<file path="src/rtl/morningjava_pkg.sv">
`default_nettype none
// ============================================================================
// Package  : morningjava_pkg
// Brief    : Shared commands, sizes and state types for the pattern sequencer.
// Revision : 1.0 - initial release
// ============================================================================
package morningjava_pkg;

  localparam int NUM_SLOTS = 8;
  localparam int DATA_W    = 4;

  typedef enum logic [3:0] {
    CMD_PROJ   = 4'h0,
    CMD_TAP    = 4'h1,
    CMD_SLOT0  = 4'h2,
    CMD_SLOT1  = 4'h3,
    CMD_SLOT2  = 4'h4,
    CMD_SLOT3  = 4'h5,
    CMD_SLOT4  = 4'h6,
    CMD_SLOT5  = 4'h7,
    CMD_SLOT6  = 4'h8,
    CMD_SLOT7  = 4'h9,
    CMD_PERIOD = 4'hA,
    CMD_RUN    = 4'hB
  } cmd_e;

  typedef enum logic {
    STOPPED = 1'b0,
    PLAYING = 1'b1
  } play_state_e;

  typedef enum logic [1:0] {
    RX_IDLE   = 2'd0,
    RX_DATA   = 2'd1,
    RX_PARITY = 2'd2,
    RX_STOP   = 2'd3
  } rx_state_e;

  // Slot commands occupy 0x2..0x9, so the slot number is the command minus 2.
  function automatic logic [2:0] slot_idx(input logic [3:0] cmd);
    return 3'(cmd - 4'h2);
  endfunction

endpackage
`default_nettype wire

</file>
<file path="src/rtl/morningjava_seq_uart_rx.sv">
`default_nettype none
// ============================================================================
// Module   : uart_rx
// Brief    : One-sample-per-bit serial receiver, LSB first, idle-high line.
// Config   : MORNINGJAVA_PARITY_EN adds an odd-parity bit before the stop bit.
// Revision : 1.0 - initial release
// ============================================================================
module uart_rx
  import morningjava_pkg::*;
(
  input  logic       clk,
  input  logic       rst_n,
  input  logic       i_sdi,
  output logic [7:0] o_byte,
  output logic       o_byte_valid,
  output logic       o_frame_err
);

  rx_state_e  r_state;
  rx_state_e  w_state_nxt;
  logic [2:0] r_cnt;
  logic [7:0] r_shift;
  logic       r_valid;
  logic       r_ferr;
  logic       w_shift_en;
  logic       w_stop;
  logic       w_par_ok;

  always_comb begin
    w_state_nxt = r_state;
    w_shift_en  = 1'b0;
    w_stop      = 1'b0;
    case (r_state)
      RX_IDLE: begin
        if (!i_sdi) w_state_nxt = RX_DATA;
      end
      RX_DATA: begin
        w_shift_en = 1'b1;
        if (r_cnt == 3'd7) begin
`ifdef MORNINGJAVA_PARITY_EN
          w_state_nxt = RX_PARITY;
`else
          w_state_nxt = RX_STOP;
`endif
        end
      end
      RX_PARITY: w_state_nxt = RX_STOP;
      RX_STOP: begin
        w_stop      = 1'b1;
        w_state_nxt = RX_IDLE;
      end
      default: w_state_nxt = RX_IDLE;
    endcase
  end

  always_ff @(posedge clk or negedge rst_n) begin
    if (!rst_n) begin
      r_state <= RX_IDLE;
      r_cnt   <= 3'd0;
      r_shift <= 8'd0;
      r_valid <= 1'b0;
      r_ferr  <= 1'b0;
    end else begin
      r_state <= w_state_nxt;
      r_valid <= 1'b0;
      r_ferr  <= 1'b0;
      if (r_state == RX_IDLE) r_cnt <= 3'd0;
      else if (w_shift_en)    r_cnt <= r_cnt + 3'd1;
      if (w_shift_en) r_shift <= {i_sdi, r_shift[7:1]};
      if (w_stop) begin
        if (i_sdi && w_par_ok) r_valid <= 1'b1;
        else                   r_ferr  <= 1'b1;
      end
    end
  end

`ifdef MORNINGJAVA_PARITY_EN
  logic r_par_ok;

  // Odd parity: data plus parity bit must hold an odd number of ones.
  always_ff @(posedge clk or negedge rst_n) begin
    if (!rst_n)                    r_par_ok <= 1'b0;
    else if (r_state == RX_PARITY) r_par_ok <= ^{r_shift, i_sdi};
  end
  assign w_par_ok = r_par_ok;
`else
  assign w_par_ok = 1'b1;
`endif

  assign o_byte       = r_shift;
  assign o_byte_valid = r_valid;
  assign o_frame_err  = r_ferr;

endmodule
`default_nettype wire

</file>
<file path="src/rtl/morningjava_seq.sv">
`default_nettype none
// ============================================================================
// Module   : morningjava_seq
// Brief    : Serial-commanded 8-slot pattern sequencer driving a 4-bit DAC.
// Config   : MORNINGJAVA_PARITY_EN selects 11-bit odd-parity command frames.
// Revision : 1.0 - initial release
// ============================================================================
module morningjava_seq
  import morningjava_pkg::*;
(
  input  logic              clk,
  input  logic              rst_n,
  input  logic              sdi,
  output logic              sck,
  output logic [DATA_W-1:0] dac,
  output logic [DATA_W-1:0] proj_sel,
  output logic [DATA_W-1:0] tap_sel,
  output logic              playing,
  output logic              frame_err
);

  logic [7:0]        w_rx_byte;
  logic              w_rx_valid;
  logic              w_rx_ferr;
  logic [3:0]        w_cmd;
  logic [3:0]        w_arg;
  logic              w_is_proj;
  logic              w_is_tap;
  logic              w_is_slot;
  logic              w_is_period;
  logic              w_is_run;
  logic [2:0]        w_wr_idx;

  play_state_e       r_state;
  play_state_e       w_state_nxt;
  logic              w_start;
  logic              w_advance;
  logic              r_run;
  logic [DATA_W-1:0] r_dac;
  logic [DATA_W-1:0] r_proj;
  logic [DATA_W-1:0] r_tap;
  logic [DATA_W-1:0] r_period;
  logic [DATA_W-1:0] r_div;
  logic [2:0]        r_step;
  logic [2:0]        w_eff_step;
  logic [2:0]        w_step_adv;
  logic [DATA_W-1:0] w_slot_val;
  logic [DATA_W-1:0] r_slot [NUM_SLOTS];

  uart_rx u_rx (
    .clk          (clk),
    .rst_n        (rst_n),
    .i_sdi        (sdi),
    .o_byte       (w_rx_byte),
    .o_byte_valid (w_rx_valid),
    .o_frame_err  (w_rx_ferr)
  );

  assign w_cmd       = w_rx_byte[7:4];
  assign w_arg       = w_rx_byte[3:0];
  assign w_is_proj   = w_rx_valid && (w_cmd == CMD_PROJ);
  assign w_is_tap    = w_rx_valid && (w_cmd == CMD_TAP);
  assign w_is_slot   = w_rx_valid && (w_cmd >= CMD_SLOT0) && (w_cmd <= CMD_SLOT7);
  assign w_is_period = w_rx_valid && (w_cmd == CMD_PERIOD);
  assign w_is_run    = w_rx_valid && (w_cmd == CMD_RUN);
  assign w_wr_idx    = slot_idx(w_cmd);

  // A step beyond a freshly shrunk tap restarts the pattern from slot 0.
  assign w_eff_step = (r_step > r_tap[2:0]) ? 3'd0 : r_step;
  assign w_step_adv = (w_eff_step >= r_tap[2:0]) ? 3'd0 : w_eff_step + 3'd1;
  assign w_slot_val = (w_is_slot && (w_wr_idx == w_eff_step)) ? w_arg : r_slot[w_eff_step];

  always_comb begin
    w_state_nxt = r_state;
    w_start     = 1'b0;
    case (r_state)
      STOPPED: begin
        if (w_is_run && w_arg[0]) begin
          w_state_nxt = PLAYING;
          w_start     = 1'b1;
        end
      end
      PLAYING: begin
        if (w_is_proj || (w_is_run && !w_arg[0])) w_state_nxt = STOPPED;
      end
      default: w_state_nxt = STOPPED;
    endcase
    w_advance = (r_state == PLAYING) && (w_state_nxt == PLAYING) &&
                (r_div == r_period) && !w_is_period;
  end

  always_ff @(posedge clk or negedge rst_n) begin
    if (!rst_n) begin
      r_state  <= STOPPED;
      r_run    <= 1'b0;
      r_dac    <= '0;
      r_proj   <= '0;
      r_tap    <= '0;
      r_period <= '0;
      r_div    <= '0;
      r_step   <= 3'd0;
      for (int i = 0; i < NUM_SLOTS; i++) r_slot[i] <= '0;
    end else begin
      r_state <= w_state_nxt;
      r_run   <= 1'b1;
      if (w_is_proj)   r_proj           <= w_arg;
      if (w_is_tap)    r_tap            <= w_arg;
      if (w_is_slot)   r_slot[w_wr_idx] <= w_arg;
      if (w_is_period) r_period         <= w_arg;

      if (w_is_proj) begin
        r_step <= 3'd0;
        r_div  <= '0;
        r_dac  <= '0;
      end else if (w_start) begin
        r_step <= 3'd0;
        r_div  <= '0;
      end else if (r_state == PLAYING) begin
        if (w_is_period || w_advance) r_div <= '0;
        else                          r_div <= r_div + 4'd1;
        if (w_advance) begin
          r_dac  <= w_slot_val;
          r_step <= w_step_adv;
        end
      end
    end
  end

  assign sck       = clk & r_run;
  assign dac       = r_dac;
  assign proj_sel  = r_proj;
  assign tap_sel   = r_tap;
  assign playing   = (r_state == PLAYING);
  assign frame_err = w_rx_ferr;

endmodule
`default_nettype wire

</file>
<file path="config.mk">
export PLATFORM = sky130hd
export DESIGN_NAME = morningjava_seq
export DESIGN_NICKNAME = d
export VERILOG_FILES = /design/src/rtl/morningjava_pkg.sv /design/src/rtl/morningjava_seq_uart_rx.sv /design/src/rtl/morningjava_seq.sv
export SDC_FILE = /design/constraint.sdc
export NUM_CORES = 1
export LEC_CHECK = 0
export ABC_AREA = 1
export BUFFER_PORTS_ARGS = -buffer_cell sky130_fd_sc_hd__buf_4
export CORE_MARGIN = 1
export CORE_UTILIZATION = 55
export CTS_BUF_LIST = sky130_fd_sc_hd__clkbuf_16
export DETAILED_ROUTE_END_ITERATION = 6
export GPL_TIMING_DRIVEN = 0
export PLACE_DENSITY = 0.78
export SLEW_MARGIN = 20
export SYNTH_ARGS = -nofsm -noshare
export SYNTH_HDL_FRONTEND = slang
export SYNTH_SLANG_ARGS = --single-unit
</file>
<file path="constraint.sdc">
create_clock -name clk -period 3.58 [get_ports clk]
set_input_delay 0.537 -clock clk [delete_from_list [all_inputs] [get_ports clk]]
set_output_delay 0.537 -clock clk [all_outputs]
set_load 0.1 [all_outputs]
</file>
# Word level (Yosys, flattened, before mapping)
# Index checks and enable logic that the tools add are counted.
[word_totals]
wordCells = 111
input_bits = 3
register_bits = 72
out_inout_bits = 15
[op_classes]
reduce_logical = 27
bitwise_logic = 4
muxes = 36
n_addsub = 4
n_lt_le_gt_ge = 7
eq_ne = 12
[op_table]
columns = ["op", "n"]
rows = [
  ["$mux 4", 12],
  ["$bwmux 32", 1],
  ["$mux 3", 8],
  ["$logic_and 1x1->1", 13],
  ["$bmux 4 s3", 1],
  ["$demux 4 s3", 1],
  ["$mux 1", 9],
  ["$eq 4x4->1 const B", 2],
  ["$ge 4x4->1 const B", 2],
  ["$not 3->4", 2],
  ["$pmux 2 s4", 1],
  ["$add 3x1->3 const B", 2],
  ["$reduce_bool 2->1", 3],
  ["$reduce_bool 3->1", 2],
  ["$add 4x1->4 const B", 1],
  ["$eq 2x2->1 const B", 2],
  ["$eq 4x1->1 const B", 1],
  ["$eq 4x4->1", 1],
  ["$ge 4x2->1 const B", 1],
  ["$le 4x4->1 const B", 1],
  ["$logic_not 4->1", 1],
  ["$lt 4x1->1 const B", 1],
  ["$mux 2", 2],
  ["$ne 2x2->1 const B", 2],
  ["other kinds (15)", 18],
]

# Depth between registers and ports, before layout
# Gate-level depths: netlist (run 1).
[logic_depth]
ltp_word = 14
depth_mapped = 18
ltp_nobuf = 15

# Cells and area by module
# Synthesis (run 1) repeated with hierarchy kept, for this count alone.
[unflattened]
cells_unflattened = 436
hier_area_um2 = 3663.5
[by_module_without_submodules]
columns = ["mod", "area_each_um2", "n_inst", "cells_per_inst", "seq_area_each_um2"]
rows = [
  ["morningjava_seq", 3015.4, 1, 366, 1426.4],
  ["uart_rx", 648.1, 1, 70, 375.4],
]

==> results.sh, run 1 <==
export IMPL_synth_nets=454
export IMPL_r2r_cells=15
export IMPL_clk_pin_slew_ns=0.05
export IMPL_syn_area_sq_um=3690
export IMPL_fmax_mhz=319
export IMPL_finalSetupViolCount=0
export IMPL_ctsHoldBuffers=0
export IMPL_post_cts_buffers=0
export IMPL_antenna_cells=0
export IMPL_cpPeakStageDelay_ns=0.41
export IMPL_rsz0062_at_grt="false"
export IMPL_slew_viol_final=0
export IMPL_fp_dieW_um=83.9
export IMPL_regToRegStartpoint="r_step[0]"
export IMPL_synthSimpleGateAreaFrac_pct=28.7
export IMPL_synthDistinctLibCells=30
export IMPL_antenna_found_initial=0
export IMPL_synthToLayoutAreaGrowth_pct=15.1
export IMPL_synth_seq_area_share_pct=48.8
export IMPL_syn_inst=434
export IMPL_hpwlAfterDp_mm=5.45
export IMPL_drive_above_1_share_pct=15.1
export IMPL_first_pass_iters=7
export IMPL_critPathSlowestCell="buf_1"
export IMPL_vias=3028
export IMPL_tns_ns=0
export IMPL_clock_latency_ns=0.45
export IMPL_grt_max_degree=73
export IMPL_grtUsageTotal_pct=25.6
export IMPL_detail_route_antenna_nets=0
export IMPL_grt_pass1_vias=2900
export IMPL_finalClockSkew_ns=0.00437
export IMPL_seq_area_sq_um=1800
export IMPL_tightest_slew_ns=0.887
export IMPL_synth_seq_cells=72
export IMPL_port_buffers=17
export IMPL_synth_top_area_share_pct=48.8
export IMPL_synth_most_common_cell="nand2_1"
export IMPL_critPathLaunchType="flop"
export IMPL_path_class="reg -> reg"
export IMPL_startpoint="r_step[0]"
export IMPL_std_cell_rows=29
export IMPL_pin_count=18
export IMPL_cp_end_kind="flop"
export IMPL_worst_ep_required_time_ns=3.96
export IMPL_final_min_clock_period_ns=3.14
export IMPL_synth_edf_count=0
export IMPL_fillCellCount=548
export IMPL_multi_input_area_sq_um=1650
export IMPL_ys_warn_count=0
export IMPL_grt_pass1_wl_mm=13.8
export IMPL_path_cells="buf_2 -> buf_1 -> inv_1 -> ha_1 -> nand3_1 -> nand2_4 -> nand2_2 -> buf_6 -> buf_6 -> ha_1 -> o21ai_0 -> nand2_1 -> a21oi_1 -> nand4_1 -> nand2_1"
export IMPL_synth_top_cells_by_area="dfrtp_1, nand2_1, nand3_1"
export IMPL_nets=485
export IMPL_synth_area_leader_cell="dfrtp_1"
export IMPL_syn_avg_cell_area_sq_um=8.50
export IMPL_hold_viol=0
export IMPL_synthXorXnorAreaFrac_pct=1.19
export IMPL_synth_top_family_by_area="simple AND/OR/NAND/NOR gates"
export IMPL_finalWirelength_mm=8.09
export IMPL_synth_common_cells="nand2_1, dfrtp_1, nand3_1"
export IMPL_leakage_uw=0.00208
export IMPL_worstPathMaxFanout=10
export IMPL_drc=4
export IMPL_die_h_um=83.9
export IMPL_status="finished with violations"
export IMPL_cp_num_buf_inv=5
export IMPL_synthAdderAreaFrac_pct=5.76
export IMPL_crit_arrival_ns=3.51
export IMPL_via_per_inst=5.54
export IMPL_fin_crit_sh_pct=87.7
export IMPL_hp_class="in -> async"
export IMPL_coreArea_sq_um=6420
export IMPL_final_util_pct=66.1
export IMPL_p_per_area_nw_per_um2=820
export IMPL_violations="DRC"
export IMPL_crit_family="buffers and inverters"
export IMPL_start_util_pct=57.5
export IMPL_drt_iter0_drc=325
export IMPL_gp_congestion=0.850
export IMPL_wl_per_cell_um=14.8
export IMPL_synth_compound_area_share_pct=8.95
export IMPL_cp_depth=15
export IMPL_cts_resized=0
export IMPL_async_flop_share_pct=100
export IMPL_max_cap_violations=0
export IMPL_synth_area_mux_share_pct=0
export IMPL_slew_headroom_pct=40.8
export IMPL_cts_tree="done"
export IMPL_p_total_uw=3480
export IMPL_peakVddDrop_uv=420
export IMPL_grt_ovfl_total=0
export IMPL_die_area_sq_um=7040
export IMPL_ys_flop_type="dfrtp_1"
[layout by cell type, fill, tap and decap left out, types with 4 or more instances in the layout]
master / netlist / routed
o21ai_0: 53 / 53
buf_6: 5 / 5
clkbuf_16: 0 / 12
buf_4: 0 / 17
a21oi_1: 6 / 6
nand4_1: 7 / 7
nand2_1: 123 / 123
nand2_2: 7 / 7
clkbuf_1: 7 / 7
inv_1: 33 / 35
nor2_4: 4 / 4
inv_2: 5 / 5
nor2_1: 6 / 6
nand3_2: 4 / 4
dfrtp_1: 72 / 72
clkinv_2: 0 / 4
ha_1: 17 / 17
nor2_2: 4 / 4
nand3_1: 63 / 63
[registers in the layout, summed over array words and instances, names as in the netlist]
signal and cells:
r_slot 32, u_rx.o_byte 8, dac 4, proj_sel 4, r_div 4, r_period 4, tap_sel 4, r_step 3
u_rx.r_cnt 3, u_rx.r_state 2, playing 1, r_run 1, u_rx.o_byte_valid 1, u_rx.o_frame_err 1
[per-stage QoR]
step | setup WS (ns) | std cells | hold WS (ns) | instance area (sq um)
2_1_floorplan | 0.665 | 434 | 0.241 | 3690
3_3_place_gp | 0.708 | 528 | 0.465 | 3910
3_5_place_dp | 0.627 | 528 | 0.474 | 3910
4_1_cts | 0.520 | 547 | 0.253 | 4250
5_1_grt | 0.210 | 547 | 0.276 | 4250
6_report | 0.441 | 547 | 0.189 | 4250
[power breakdown]
group	leakage (uW)	total, uW	internal (uW)	switching [uW]
Sequential	0.000976	1190	1040	149
Combinational	0.000909	1300	363	934
Clock	0.000191	998	607	390
Total	0.00208	3480	2010	1470
[layout make-up]
class	instances	area share, %
clock inverters	8	0.825
multi-input cells	309	38.8
inverters	38	3.42
flip-flops and latches	72	42.4
clock buffers	13	7.25
repair buffers	16	2.83
well taps	77	2.27
plain buffers	14	2.15
[worst register-to-register path, stage by stage, from the launching register on]
cell	delay [ns]
dfrtp_1	0.38
buf_2	0.24
buf_1	0.41
inv_1	0.10
ha_1	0.32
nand3_1	0.11
nand2_4	0.12
nand2_2	0.07
buf_6	0.14
buf_6	0.14
ha_1	0.27
o21ai_0	0.18
nand2_1	0.07
a21oi_1	0.24
nand4_1	0.16
nand2_1	0.11
[final timing paths]
kind                               endpoint  slack, ns
max                               r_step[1]       0.44
min                                r_div[2]       0.19
max reg2reg                       r_step[1]       0.44
min reg2reg                      r_slot[31]       0.48
max in group asynchronous    u_rx.o_byte[2]       2.78
min in group clk           u_rx.o_frame_err       0.27
[logic make-up (layout without fill, tap and decap cells)]
kind of cell,count (synthesis),after routing
AO/OA/AOI/OAI,63,63
XOR/XNOR,5,5
adder cells (fa/ha/maj),17,17
buffers and inverters,53,89
flip-flops,72,72
other,1,1
AND/OR/NAND/NOR,223,223
[metal layers]
metal | part of all wire [%] | routed length (um) | GRT usage, % | vias to the layer above
met5 | 0 | 0 | 0 | -
met4 | 3.1 | 253 | 15.0 | 0
met3 | 5.6 | 450 | 6.43 | 25
met2 | 46 | 3710 | 39.7 | 89
met1 | 45 | 3680 | 32.5 | 1426
li1 | - | - | - | 1488
No activity file was read; power rests on OpenSTA's default activity.
==> run 2, diff against run 1 <==
- GPL_ROUTABILITY_DRIVEN: default -> 0
- REMOVE_ABC_BUFFERS: default -> 1
==> run 2 against run 1 <==
The run still ends with DRC left; clock-buffer cell count did not move; sequential power about the same; via count down 0.99%; register-to-register slack gained 0.16 ns; critical path depth shrank 4; fmax up 5.5%; clock power grew 14%; global-route usage down 0.68 points; power up 2.9%; critical path type unchanged; design area fell by 1.0%; cell count fell by 2.6%; flip-flop and latch count is the same; highest routed layer unchanged.
==> results.sh, run 2 (synthesis gave the netlist of run 1 again) <==
export IMPL_p_sw_uw=1470
export IMPL_fin_crit_sh_pct=83.1
export IMPL_drt_iter0_drc=269
export IMPL_startpoint="r_step[0]"
export IMPL_grt_ovfl_total=0
export IMPL_violations="DRC"
export IMPL_largest_register_ffs=32
export IMPL_dp_cells=514
export IMPL_dpl_instance_area_sq_um=3820
export IMPL_tns_ns=0
export IMPL_tightest_slew_ns=0.897
export IMPL_detail_route_antenna_nets=0
export IMPL_via_per_inst=5.62
export IMPL_crit_family="simple AND/OR/NAND/NOR gates"
export IMPL_max_cap_violations=0
export IMPL_switching_share_pct=41.1
export IMPL_status="finished with violations"
export IMPL_combinationalPowerShare_pct=34.6
export IMPL_rr_endpoint="r_step[0]"
export IMPL_fmax_mhz=336
export IMPL_r2r_slack_ns=0.60
export IMPL_endpoint="r_step[0]"
export IMPL_crit_arrival_ns=3.36
export IMPL_rsz0062_at_grt="false"
export IMPL_slew_headroom_pct=40.2
export IMPL_grtUsageTotal_pct=24.9
export IMPL_clk_pin_slew_ns=0.06
export IMPL_peakVddDrop_uv=532
export IMPL_finalWirelength_mm=7.97
export IMPL_seq_power_share_pct=33.5
export IMPL_die_area_sq_um=7040
export IMPL_synthToLayoutAreaGrowth_pct=13.9
export IMPL_clock_latency_ns=0.44
export IMPL_regToRegStartpoint="r_step[0]"
export IMPL_start_util_pct=57.5
export IMPL_port_buffers=17
export IMPL_leakage_uw=0.00205
export IMPL_hp_class="in -> async"
export IMPL_finalSetupViolCount=0
export IMPL_r2r_cells=11
export IMPL_internal_power_uw=2110
export IMPL_hpwlAfterDp_mm=5.13
export IMPL_cp_depth=11
export IMPL_p_per_area_nw_per_um2=853
export IMPL_largest_register="r_slot"
export IMPL_finalInstanceArea_sq_um=4200
export IMPL_grt_pass1_vias=2788
export IMPL_wl_per_cell_um=14.9
export IMPL_vias=2998
export IMPL_cpPeakStageDelay_ns=0.81
export IMPL_drc=4
export IMPL_pin_count=18
export IMPL_ctsHoldBuffers=0
export IMPL_critPathLaunchType="flop"
export IMPL_cp_end_kind="flop"
export IMPL_post_cts_buffers=0
export IMPL_path_class="reg -> reg"
export IMPL_coreArea_sq_um=6420
export IMPL_clock_power_share_pct=31.9
export IMPL_cp_num_buf_inv=1
export IMPL_grt_max_degree=73
export IMPL_worstPathMaxFanout=20
export IMPL_antenna_cells=0
export IMPL_hold_viol=0
export IMPL_finalClockSkew_ns=0.00523
export IMPL_antenna_found_initial=0
export IMPL_final_cell_mix="nand2_1, dfrtp_1, nand3_1, o21ai_0, inv_1"
export IMPL_cts_tree="done"
export IMPL_finalNonFillerCells=533
export IMPL_cts_resized=0
export IMPL_worst_ep_required_time_ns=3.96
export IMPL_std_cell_rows=29
export IMPL_die_h_um=83.9
export IMPL_first_pass_iters=7
export IMPL_final_min_clock_period_ns=2.98
export IMPL_grt_pass1_wl_mm=13.6
export IMPL_nets=471
export IMPL_fp_dieW_um=83.9
export IMPL_final_common_cell="nand2_1"
export IMPL_slew_viol_final=0
export IMPL_critPathSlowestCell="dfrtp_1"
export IMPL_drive_above_1_share_pct=13.8
export IMPL_path_cells="inv_1 -> ha_1 -> nand3_1 -> nand2_4 -> nand2_2 -> ha_1 -> o21ai_0 -> nand2_1 -> a21oi_1 -> nand4_1 -> nand2_1"
run 2: per-stage QoR:
stage               utilization [%]  hold slack [ns]  total power (uW)  setup slack (ns)
CTS                            65.4            0.266              3600             0.668
global placement               59.5            0.466              2450             0.777
detailed placement             59.5            0.474              2500             0.672
floorplan                         -            0.241              2170             0.658
global route                   65.4            0.282              3790             0.446
finish                         65.4            0.218              3580             0.604
run 2: worst min path at each step:
stage | end | slack [ns] | depth (start not counted) | startpoint
final | r_slot[22] | 0.22 | 1 | rst_n
after global routing | u_rx.o_frame_err | 0.28 | 2 | sdi
after CTS | r_slot[22] | 0.27 | 1 | rst_n
after detailed placement | r_slot[12] | 0.47 | 2 | r_slot[12]
after global placement | r_slot[12] | 0.47 | 2 | r_slot[12]
after floorplan | dac[0] | 0.24 | 0 | rst_n
run 2: worst register-to-register path: stages, from the launching register on:
cell and delay, ns:
dfrtp_1 0.81, inv_1 0.10, ha_1 0.30, nand3_1 0.11, nand2_4 0.21, nand2_2 0.29, ha_1 0.40, o21ai_0 0.16
nand2_1 0.06, a21oi_1 0.24, nand4_1 0.14, nand2_1 0.10
run 2: power by group through the flow:
stage	clock [uW]	combinational, uW	sequential [uW]
5_1_grt	1200	1360	1230
2_1_floorplan	51.0	643	1480
6_report	1140	1240	1200
3_3_place_gp	60.1	1190	1200
3_5_place_dp	60.1	1230	1210
4_1_cts	1160	1240	1200
run 2: layout make-up:
class,instances,area [sq um]
fillers,522,2220
flip-flops and latches,72,1800
multi-input cells,309,1650
clock buffers,13,308
inverters,38,145
repair buffers,16,120
well taps,77,96.3
clock inverters,8,82.6
run 2: metal layers:
layer  up-vias  part of all wire, %  wire length, um  track usage (%)
li1       1462                    -                -                -
met4         0                 0.97               77             6.90
met3        10                  6.3              498             7.12
met5         -                    0                0                0
met1      1402                   46             3630             33.7
met2       124                   47             3760             39.3
==> run 3, diff against run 2 <==
- ABC_AREA: 1 -> 0
- clock period: 3.58 -> 2.9 ns (I/O delays scaled with it)
==> run 3 against run 2 <==
The run now ends clean; clock-buffer cell count unchanged; non-clock buffer count grew 9; via count shrank 15%; synthesized cell count is 26% lower; die area grew 3.2%; setup slack lost 0.48 ns; first-iteration DRC count down 34%; sequential share of layout area fell by 1.9 points; clock skew up 0.0015 ns; critical endpoint is now r_step[1]; highest routed layer unchanged.
==> results.sh, run 3 <==
export IMPL_status="complete, no violations"
export IMPL_internal_power_uw=3070
export IMPL_nets=362
export IMPL_syn_area_sq_um=3810
export IMPL_synth_top_area_share_pct=47.3
export IMPL_synth_seq_cells=72
export IMPL_synth_area_leader_cell="dfrtp_1"
export IMPL_slew_headroom_pct=39.2
export IMPL_crit_family="simple AND/OR/NAND/NOR gates"
export IMPL_ctsHoldBuffers=0
export IMPL_drt_iter0_drc=177
export IMPL_antenna_cells=0
export IMPL_p_per_area_nw_per_um2=1130
export IMPL_synth_area_mux_share_pct=18.9
export IMPL_largest_register_ffs=32
export IMPL_critPathSlowestCell="dfrtp_2"
export IMPL_path_class="reg -> reg"
export IMPL_grtUsageTotal_pct=23.7
export IMPL_regToRegStartpoint="r_step[1]"
export IMPL_path_cells="ha_1 -> and3b_1 -> o21a_2 -> nor2_4 -> inv_1 -> ha_1 -> nand2b_1 -> a21o_1 -> a21oi_2 -> and4_1 -> a21oi_1 -> nor2_1"
export IMPL_fp_dieW_um=85.3
export IMPL_hold_viol=0
export IMPL_start_util_pct=58.4
export IMPL_leakage_uw=0.00207
export IMPL_combinationalPowerShare_pct=33.4
export IMPL_endpoint="r_step[1]"
export IMPL_finalWirelength_mm=7.85
export IMPL_ys_warn_count=0
export IMPL_finalSetupViolCount=0
export IMPL_drive_above_1_share_pct=33.4
export IMPL_die_area_sq_um=7270
export IMPL_synth_seq_area_share_pct=47.3
export IMPL_cp_end_kind="flop"
export IMPL_vias=2562
export IMPL_slew_viol_final=0
export IMPL_pin_count=18
export IMPL_cpMostUsedCell="ha_1"
export IMPL_finalInstanceArea_sq_um=4410
export IMPL_rr_endpoint="r_step[1]"
export IMPL_synth_top_cells_by_area="dfrtp_1, mux2_2, ha_1"
export IMPL_synthToLayoutAreaGrowth_pct=15.8
export IMPL_worstPathMaxFanout=9
export IMPL_peakVddDrop_uv=643
export IMPL_synth_edf_count=0
export IMPL_cp_num_buf_inv=1
export IMPL_detail_route_antenna_nets=0
export IMPL_p_sw_uw=1900
export IMPL_std_cell_rows=29
export IMPL_synthXorXnorAreaFrac_pct=1.84
export IMPL_switching_share_pct=38.2
export IMPL_dpl_instance_area_sq_um=3910
export IMPL_coreArea_sq_um=6530
export IMPL_first_pass_iters=4
export IMPL_wl_per_cell_um=18.5
export IMPL_tightest_slew_ns=0.912
export IMPL_grt_max_degree=73
export IMPL_synthAdderAreaFrac_pct=5.58
export IMPL_grt_pass1_wl_mm=12.8
export IMPL_synth_common_cells="dfrtp_1, mux2_2, ha_1, nand2_1, o21ai_0"
export IMPL_syn_avg_cell_area_sq_um=11.9
export IMPL_antenna_found_initial=0
export IMPL_finalClockSkew_ns=0.00671
export IMPL_cp_depth=12
export IMPL_via_per_inst=6.04
export IMPL_final_cell_mix="dfrtp_1, mux2_2, buf_4, nand2_1, ha_1"
export IMPL_async_flop_share_pct=100
export IMPL_synth_most_common_cell="dfrtp_1"
export IMPL_cpPeakStageDelay_ns=0.47
export IMPL_tns_ns=0
export IMPL_fmax_mhz=360
export IMPL_synth_top_family_by_area="multiplexers"
export IMPL_crit_arrival_ns=3.14
export IMPL_r2r_cells=12
export IMPL_critPathLaunchType="flop"
export IMPL_die_h_um=85.3
export IMPL_fillCellCount=448
export IMPL_synthSimpleGateAreaFrac_pct=10.6
export IMPL_clock_latency_ns=0.45
export IMPL_grt_pass1_vias=2595
export IMPL_largest_register="r_slot"
export IMPL_drc=0
export IMPL_hp_class="in -> async"
export IMPL_max_cap_violations=0
export IMPL_port_buffers=17
export IMPL_grt_ovfl_total=0
export IMPL_final_min_clock_period_ns=2.78
export IMPL_startpoint="r_step[1]"
export IMPL_cts_tree="done"
export IMPL_synthDistinctLibCells=60
export IMPL_final_common_cell="dfrtp_1"
export IMPL_hpwlAfterDp_mm=4.83
export IMPL_seq_power_share_pct=35.4
export IMPL_syn_inst=320
export IMPL_r2r_slack_ns=0.12
export IMPL_ys_flop_type="dfrtp_1"
export IMPL_clk_pin_slew_ns=0.06
export IMPL_synth_compound_area_share_pct=11.4
export IMPL_worst_ep_required_time_ns=3.26
export IMPL_clock_power_share_pct=31.2
export IMPL_fin_crit_sh_pct=95.9
run 3: how the worst min path moves through the flow:
stage	from	end	slack, ns	cells past startpoint
final	rst_n	u_rx.r_cnt[2]	0.12	1
after global routing	sdi	u_rx.o_frame_err	0.18	2
after CTS	rst_n	r_step[2]	0.16	1
after detailed placement	r_slot[11]	r_slot[11]	0.49	1
after global placement	r_slot[7]	r_slot[7]	0.48	1
after floorplan	rst_n	dac[0]	0.14	0
run 3: power by group through the flow:
stage	Clock (uW)	Combinational, uW	Sequential [uW]
final	1550	1660	1760
after global routing	1620	1800	1800
after CTS	1580	1650	1760
after detailed placement	73.6	1620	1770
after global placement	73.6	1570	1740
after floorplan	62.2	964	2000
run 3: area by class of cell:
cell class	instances	area (sq um)	share of cell area (%)
clock inverters	7	120	2.72
clock buffers	13	308	6.97
flip-flops and latches	72	1810	41.0
well taps	77	96.3	2.18
inverters	10	37.5	0.850
repair buffers	25	188	4.25
multi-input cells	220	1860	42.1
run 3: timing repair:
action	CTS	global route
setup endpoints to repair	3	3
gates resized for setup	8	0
pin swaps	0	1
buffers inserted	0	9
run 3: per-stage QoR:
stage	setup slack, ns	util (%)	instances	total power, uW	hold slack, ns
after floorplan	-0.393	-	302	3030	0.139
after global placement	-0.467	59.9	396	3380	0.482
after detailed placement	-0.554	59.9	396	3460	0.490
after CTS	0.0196	66.6	415	4980	0.157
after global routing	-0.0208	67.6	424	5210	0.182
final	0.119	67.6	424	4970	0.123
run 3: worst reg2reg max path: stages (launching register included):
cell,delay (ns)
dfrtp_2,0.47
ha_1,0.31
and3b_1,0.20
o21a_2,0.31
nor2_4,0.16
inv_1,0.07
ha_1,0.26
nand2b_1,0.13
a21o_1,0.18
a21oi_2,0.21
and4_1,0.21
a21oi_1,0.05
nor2_1,0.15
run 3: metal layers:
layer	track usage, %	vias to the layer above	wire (um)
met5	0	-	0
met4	13.5	0	216
met3	7.68	23	345
met2	37.3	59	3740
met1	28.9	1268	3550
li1	-	1212	-
run 3: kinds of logic (layout without fill, tap and decap cells):
kind of cell | count (synthesis) | count (layout)
simple gates | 74 | 74
flops | 72 | 72
compound gates | 60 | 60
mux | 60 | 60
buf+inv | 28 | 55
fa+ha+maj | 17 | 17
xor+xnor | 8 | 8
other cells | 1 | 1
